## src/rtl/cpu_sequencer.sv

```systemverilog
// cpu_sequencer: multi-cycle control FSM that steps the register file, ALU and bus drivers
// through LOAD, COPY and two-operand ALU instructions, one DONE pulse per instruction.
module cpu_sequencer (
  input  logic       CLKb,
  input  logic       RSTb,
  input  logic       EXEC,
  input  logic [9:0] D,
  output logic       ENW,
  output logic [1:0] WRA,
  output logic       ENR0,
  output logic [1:0] RDA0,
  output logic       ENR1,
  output logic [1:0] RDA1,
  output logic       EXT,
  output logic       LDA,
  output logic       LDG,
  output logic       OUTG,
  output logic [2:0] FN,
  output logic       BUSY,
  output logic       DONE,
  output logic       ILL
);
  typedef enum logic [2:0] {IDLE, T1, T2, T3, DN} state_t;
  state_t state_q, state_d;
  logic [9:0] ir_q, ir_d;
  logic [1:0] rx, ry;
  logic [3:0] op;
  logic alu_op, ir_unused;
  assign rx = ir_q[9:8];
  assign ry = ir_q[7:6];
  assign op = ir_q[3:0];
  assign ir_unused = ^ir_q[5:4];
  assign alu_op = (op >= 4'd2) && (op <= 4'd6);
  always_ff @(posedge CLKb) begin
    if (!RSTb) begin
      state_q <= IDLE;
      ir_q <= '0;
    end else begin
      state_q <= state_d;
      ir_q <= ir_d;
    end
  end
  always_comb begin
    state_d = state_q;
    ir_d = ir_q;
    ENW = 1'b0;
    WRA = 2'd0;
    ENR0 = 1'b0;
    RDA0 = 2'd0;
    ENR1 = 1'b0;
    RDA1 = 2'd0;
    EXT = 1'b0;
    LDA = 1'b0;
    LDG = 1'b0;
    OUTG = 1'b0;
    FN = 3'd0;
    DONE = 1'b0;
    ILL = 1'b0;
    BUSY = state_q != IDLE;
    case (state_q)
      IDLE: if (EXEC) begin
        ir_d = D;
        state_d = T1;
      end
      T1: begin
        if (op == 4'd0) begin
          EXT = 1'b1;
          ENW = 1'b1;
          WRA = rx;
          state_d = DN;
        end else if (op == 4'd1) begin
          ENR0 = 1'b1;
          RDA0 = ry;
          ENW = 1'b1;
          WRA = rx;
          state_d = DN;
        end else if (alu_op) begin
          ENR0 = 1'b1;
          RDA0 = rx;
          LDA = 1'b1;
          state_d = T2;
        end else begin
          ILL = 1'b1;
          state_d = DN;
        end
      end
      T2: begin
        ENR1 = 1'b1;
        RDA1 = ry;
        FN = op[2:0] - 3'd2;
        LDG = 1'b1;
        state_d = T3;
      end
      T3: begin
        OUTG = 1'b1;
        ENW = 1'b1;
        WRA = rx;
        state_d = DN;
      end
      DN: begin
        DONE = 1'b1;
        state_d = IDLE;
      end
      default: state_d = IDLE;
    endcase
    // reset overrides the decode so an interrupted instruction cannot write
    if (!RSTb) begin
      {ENW, WRA, ENR0, RDA0, ENR1, RDA1, EXT, LDA, LDG, OUTG, FN, BUSY, DONE, ILL} = '0;
    end
  end
endmodule

```

## config.mk

```make
export PLATFORM = sky130hd
export DESIGN_NAME = cpu_sequencer
export DESIGN_NICKNAME = d
export VERILOG_FILES = /design/src/rtl/cpu_sequencer.sv
export SDC_FILE = /design/constraint.sdc
export NUM_CORES = 1
export LEC_CHECK = 0
export ABC_AREA = 0
export ABC_CLOCK_PERIOD_IN_PS = 1300
export CAP_MARGIN = 25
export CORE_MARGIN = 2
export CORE_UTILIZATION = 32
export DETAILED_ROUTE_END_ITERATION = 6
export HOLD_SLACK_MARGIN = 0.03
export PLACE_DENSITY = 0.76
export SLEW_MARGIN = 30
export SYNTH_ARGS = -nofsm -noshare
export SYNTH_HDL_FRONTEND = slang
export SYNTH_SLANG_ARGS = --single-unit
```

## constraint.sdc

```tcl
create_clock -name CLKb -period 1.3 [get_ports CLKb]
set_input_delay 0.195 -clock CLKb [delete_from_list [all_inputs] [get_ports CLKb]]
set_output_delay 0.195 -clock CLKb [all_outputs]
set_load 0.03 [all_outputs]
```

==> flow_metrics.py, run 1 <==
metrics = {
    "sta": {
        "worst_slew_pin_slew_ns": 0.296,
        "fmax_ghz": 0.586,
        "min_period_over_period_pct": 131,
        "setup_slack_ns": -0.408,
        "setup_viol": 24,
        "timing.final.crit_period_ns": 1.71,
        "hold_viol_final": 0,
        "finClkSkew_ns": 0.00383,
        "rsz0062_at_grt": "yes",
        "drv_slew": 0,
        "slew_headroom_pct": 80.2,
    },
    "critical_path": {
        "crit_path_max_fanout": 6,
        "critPathCaptureType": "output port",
        "cpMaxStageDelayCell": "or3_4",
        "critPathBufInv": 1,
        "cpPeakStageDelay_ns": 0.40,
        "critPathArrivalTime_ns": 1.51,
        "critPathKind": "register to output port",
        "crit_chain": "or3_4 -> a21oi_4 -> and2_4 -> buf_6",
        "crit_family": "simple AND/OR/NAND/NOR gates",
        "start_kind": "register",
        "cp_data_required_time_ns": 1.11,
    },
    "logic_synthesis": {
        "yosysWarnings": 0,
        "synth-edff-count": 0,
        "synthAdderAreaFrac_pct": 1.91,
        "synthMuxAreaShare_pct": 0,
        "synth_cells": 81,
        "synthesis.area_sq_um": 656,
        "yosys.area_share.simple_pct": 35.5,
        "avgSynthCellArea_sq_um": 8.09,
        "synth_top_family_by_area": "simple AND/OR/NAND/NOR gates",
        "ys_ff_latch": 11,
        "synth_ff_type": "dfxtp_1",
        "yosysSeqAreaShare_pct": 33.6,
        "async_flop_share_pct": 0,
        "yosysUniqueCellTypes": 26,
        "synth-compound-area-share_pct": 19.1,
        "synthXorXnorAreaFrac_pct": 0,
        "synth_fp_nets": 95,
    },
    "route": {
        "vias_per_cell": 4.91,
        "num_vias": 806,
        "drt_wl_total_um": 2220,
        "drtIter0Drc": 3,
        "drc": 0,
        "dr.pass1.iters": 3,
        "ant_nets": 0,
        "wl_per_cell_um": 13.5,
    },
    "outcome": {
        "outcome": "complete, but fails checks",
        "violations": "setup timing",
    },
    "power_and_ir_drop": {
        "p_total_mw": 1.05,
        "p_seq_share_pct": 37.4,
        "p_comb_share_pct": 39.5,
        "power_switching_mw": 0.347,
        "cellLeakagePower_nw": 0.584,
        "swShare_pct": 33.0,
        "ir_worst_vdd_mv": 0.460,
        "clock_power_share_pct": 23.1,
        "internal_power_mw": 0.702,
        "power_density_nw_per_um2": 709,
    },
    "grt": {
        "grt_pass1_vias": 735,
        "grt_max_degree": 19,
        "grt_pass1_wl_um": 3310,
        "antenna_found_initial": 0,
        "grt_use_total_pct": 17.9,
        "grt-ovfl-total": 0,
    },
    "clocking": {
        "path_clk_slew_ns": 0.07,
        "cts-root-buf": "clkbuf_4",
        "cts.sinks": 11,
        "cts_tree": "built",
        "cts_buffer_depth": 2,
        "cts-buffers-inserted": 3,
        "clkLatencyLatePin_ns": 0.28,
        "htreeDepth": 1,
    },
    "die": {
        "io_pins": 32,
        "die_y_um": 49.3,
        "die_area_sq_um": 2430,
        "row_count": 16,
        "die_w_um": 49.3,
        "design.core.area_sq_um": 1940,
        "start_util_pct": 33.8,
    },
    "finish": {
        "diodes": 0,
        "drive_above_1_share_pct": 70.1,
        "post-route-cell-area_sq_um": 1480,
        "final_util_pct": 76.2,
        "area_growth_pct": 126,
        "fin_nets": 152,
    },
    "flow_run": {
        "cap_violations": 0,
    },
    "placed_design": {
        "dpl_cell_area_sq_um": 1140,
        "gp_congestion": 0.771,
        "portBuffers": 29,
        "dpl.hpwl_um": 1380,
        "place_ws_ns": -0.324,
    },
    "worst_hold_path": {
        "hold_path_class": "input pin to register",
    },
}
==> worst paths after layout <==
kind | slack (ns) | endpoint | from | cells past startpoint
setup reg to reg | -0.02 | ir_q[9] | state_q[1] | 6
hold / removal | 0.49 | ir_q[2] | D[2] | 3
setup / recovery | -0.41 | WRA[1] | ir_q[2] | 4
hold reg to reg | 0.49 | ir_q[3] | ir_q[3] | 2
==> timing repair <==
item	in CTS	in global routing
setup buffers	9	4
cloned	0	1
gates resized for setup	39	32
pin swaps	12	15
endpoints found under the setup margin	19	28
hold buffers	0	0
==> synth_stat cells (2+ instances only) <==
cell	number	area share (%)
inv_1	2	1.1
and3_2	3	3.4
o21ba_2	2	3.1
o21ai_0	9	6.9
nand3_1	9	6.9
nor3_1	3	2.3
a21oi_1	3	2.3
and2_1	2	1.9
buf_6	2	3.4
nand2_1	13	7.4
dfxtp_1	11	34
o211ai_1	2	2.3
nor2_1	5	2.9
clkbuf_8	2	4.2
nor3b_1	2	2.3
==> power groups by stage <==
stage,Combinational [mW],Sequential [mW],Clock [mW]
after floorplan,0.183,0.396,0
after global placement,0.301,0.395,0
after detailed placement,0.307,0.397,0
after CTS,0.360,0.393,0.237
after global routing,0.441,0.396,0.260
final,0.414,0.392,0.242
==> routing by layer <==
layer | share of wire (%) | GRT usage (%) | vias up
met5 | 0 | 0 | -
met4 | 2.6 | 5.71 | 0
met3 | 3.4 | 4.60 | 7
met2 | 54 | 31.1 | 22
met1 | 40 | 21.4 | 380
li1 | - | - | 397
==> area by class of cell <==
| class | instances | area (sq um) |
|---|---|---|
| Timing Repair Buffer | 57 | 572 |
| Inverter | 2 | 7.51 |
| Sequential cell | 11 | 238 |
| Tap cell | 27 | 33.8 |
| Clock buffer | 4 | 26.3 |
| Fill cell | 133 | 463 |
| Multi-Input combinational cell | 63 | 602 |
==> stage by stage <==
stage / cells / setup TNS [ns] / hold slack [ns]
final: 164 / -4.91 / 0.487
after CTS: 161 / -4.34 / 0.491
after global placement: 149 / -4.15 / 0.468
after detailed placement: 149 / -4.89 / 0.477
after floorplan: 81 / -0.647 / 0.305
after global routing: 164 / -6.64 / 0.505
==> cell families after synthesis <==
kind of cell / Yosys count
adders and majority gates: 1
buffers and inverters: 7
DFF: 11
and+or+nand+nor: 42
AOI/OAI and AO/OA: 20
==> registers in the layout, indices dropped and copies added (netlist names) <==
name	count
state_q	3
ir_q	8
==> cells in the final DEF (no fill, tap or decap), types with 3 or more instances in the layout <==
cell | netlist | layout
nand2_1 | 13 | 11
dfxtp_1 | 11 | 5
buf_6 | 2 | 32
clkbuf_4 | 0 | 3
nand3_2 | 0 | 8
buf_4 | 1 | 15
o21ai_1 | 1 | 6
and3_4 | 0 | 3
clkdlybuf4s50_1 | 0 | 9
dfxtp_4 | 0 | 4
a21oi_4 | 0 | 3
==> worst reg2reg max path: stages, from the launching register on <==
cell	delay [ns]
dfxtp_2	0.33
buf_6	0.13
buf_6	0.12
nor4b_4	0.33
buf_6	0.20
nand3_2	0.06
o21ai_1	0.08
Power figures use the tool's default switching activity.
==> run 2, diff against run 1 <==
Settings changed: REMOVE_ABC_BUFFERS set to 1.
==> run 2 against run 1 <==
  * Sequential share of layout area shrank 0.17 points
  * Via count grew 4.7%
  * Clock-buffer cell count is the same
  * Critical path depth grew 2
  * Final cell count shrank 0.61%
  * The run still ends with setup timing left
  * Final area shrank 1.6%
  * Combinational power grew 7.0%
  * Critical endpoint is now RDA0[0]
==> flow_metrics.py, run 2 (same netlist as run 1, synthesis figures left out) <==
metrics = {
    "outcome": {
        "outcome": "complete, but fails checks",
        "violations": "setup timing",
    },
    "route": {
        "wl_per_cell_um": 16.6,
        "drc": 0,
        "ant_nets": 0,
        "drtIter0Drc": 12,
        "dr.pass1.iters": 4,
        "drt_wl_total_um": 2710,
        "vias_per_cell": 5.18,
        "num_vias": 844,
    },
    "critical_path": {
        "start_kind": "register",
        "critPathKind": "register to output port",
        "critPathArrivalTime_ns": 1.57,
        "critPathCaptureType": "output port",
        "r2r_cells": 7,
        "cp_data_required_time_ns": 1.11,
        "crit_path_max_fanout": 4,
    },
    "finish": {
        "fin_nets": 151,
        "final_common_cell": "buf_6",
        "largestRegisters": "ir_q: 8 flops, state_q: 3 flops",
        "diodes": 0,
        "final_cell_mix": "buf_6, buf_4, nand2_1, clkdlybuf4s50_1",
        "largest_reg_flops": 8,
        "post-route-cell-area_sq_um": 1460,
        "area_growth_pct": 122,
        "final_util_pct": 74.9,
        "top_register": "ir_q",
        "n_fill_cell": 133,
        "drive_above_1_share_pct": 69.1,
    },
    "power_and_ir_drop": {
        "power_switching_mw": 0.368,
        "swShare_pct": 33.9,
        "ir_worst_vdd_mv": 0.756,
        "power_density_nw_per_um2": 747,
        "internal_power_mw": 0.718,
        "p_seq_share_pct": 36.1,
        "p_comb_share_pct": 40.8,
        "cellLeakagePower_nw": 0.589,
        "clock_power_share_pct": 23.1,
    },
    "die": {
        "design.core.area_sq_um": 1940,
        "die_y_um": 49.3,
        "die_area_sq_um": 2430,
        "die_w_um": 49.3,
        "io_pins": 32,
        "start_util_pct": 33.8,
        "row_count": 16,
    },
    "sta": {
        "drv_slew": 0,
        "min_period_over_period_pct": 136,
        "worst_slew_pin_slew_ns": 0.289,
        "timing.final.crit_period_ns": 1.77,
        "hold_viol_final": 0,
        "rsz0062_at_grt": "yes",
        "finClkSkew_ns": 0.000585,
        "fmax_ghz": 0.566,
        "setup_slack_ns": -0.467,
        "fin_hold_ws_ns": 0.474,
        "slew_headroom_pct": 80.7,
        "setup_viol": 27,
    },
    "worst_hold_path": {
        "hold_path_class": "register to register",
        "hold_path_depth": 2,
    },
    "grt": {
        "grt_pass1_vias": 806,
        "grt_pass1_wl_um": 3510,
        "antenna_found_initial": 0,
        "grt_max_degree": 17,
        "grt-ovfl-total": 0,
        "grt_use_total_pct": 18.8,
    },
    "clocking": {
        "clkLatencyLatePin_ns": 0.27,
        "cts_tree": "built",
        "path_clk_slew_ns": 0.08,
        "cts_hold_buf": 0,
        "cts-buffers-inserted": 3,
        "cts-root-buf": "clkbuf_4",
        "cts.sinks": 11,
        "htreeDepth": 1,
        "cts_buffer_depth": 2,
    },
    "placed_design": {
        "dpl.hpwl_um": 1500,
        "dpl_cell_area_sq_um": 1040,
        "gp_congestion": 0.861,
        "portBuffers": 29,
    },
    "flow_run": {
        "cap_violations": 0,
    },
}
run 2: cell count changes in the layout (fill, tap and decap cells not counted), moves of 2 or more:
cell and delta:
and3_2 +3, dfxtp_4 -2, and3_4 -3, a21oi_2 +2, buf_6 -3, a21oi_4 -2
run 2: final timing paths:
| path | start | to | slack, ns |
|---|---|---|---|
| max | ir_q[1] | RDA0[0] | -0.47 |
| min | ir_q[8] | ir_q[8] | 0.47 |
| max reg2reg | state_q[0] | ir_q[0] | -0.07 |
| min reg2reg | ir_q[8] | ir_q[8] | 0.47 |
run 2: critical path, stage by stage (launching register included):
cell	delay (ns)
dfxtp_4	0.37
buf_6	0.13
nor3_4	0.18
buf_6	0.14
nand2_2	0.05
a211oi_2	0.22
buf_4	0.20
run 2: power by group through the flow:
stage               Clock (mW)  Sequential [mW]  Combinational (mW)
detailed placement           0            0.388               0.282
global route             0.260            0.395               0.467
finish                   0.251            0.393               0.443
global placement             0            0.387               0.275
floorplan                    0            0.392               0.112
CTS                      0.245            0.387               0.334
run 2: repair_timing:
| item | CTS | global route |
|---|---|---|
| setup endpoints to repair | 21 | 29 |
| resized for setup | 44 | 46 |
| buffers inserted | 3 | 2 |
| pin swaps | 5 | 11 |
| cloned | 0 | 1 |
run 2: metrics by stage:
| stage | setup TNS [ns] | setup WS [ns] | instances | total power, mW |
|---|---|---|---|---|
| after CTS | -4.51 | -0.392 | 160 | 0.967 |
| after detailed placement | -6.88 | -0.491 | 153 | 0.671 |
| final | -5.83 | -0.467 | 163 | 1.09 |
| after global placement | -5.46 | -0.383 | 153 | 0.662 |
| after global routing | -6.82 | -0.506 | 163 | 1.12 |
| after floorplan | -3.98 | -0.596 | 76 | 0.503 |
run 2: area by class of cell:
| type | count | area [sq um] | share of cell area [%] |
|---|---|---|---|
| tap | 27 | 33.8 | 2.32 |
| inverter | 2 | 7.51 | 0.516 |
| timing repair buffer | 56 | 583 | 40.1 |
| clock buffer | 4 | 26.3 | 1.81 |
| multi-input combinational | 63 | 573 | 39.4 |
| sequential | 11 | 231 | 15.9 |
run 2: layer usage:
| layer | share of wire [%] | routed length [um] | up-vias | GRT usage (%) |
|---|---|---|---|---|
| met5 | 0 | 0 | - | 0 |
| met4 | 4.4 | 119 | 0 | 11.9 |
| met3 | 3.7 | 101 | 12 | 0.920 |
| met2 | 54 | 1470 | 33 | 34.2 |
| met1 | 38 | 1020 | 403 | 21.2 |
| li1 | - | - | 396 | - |
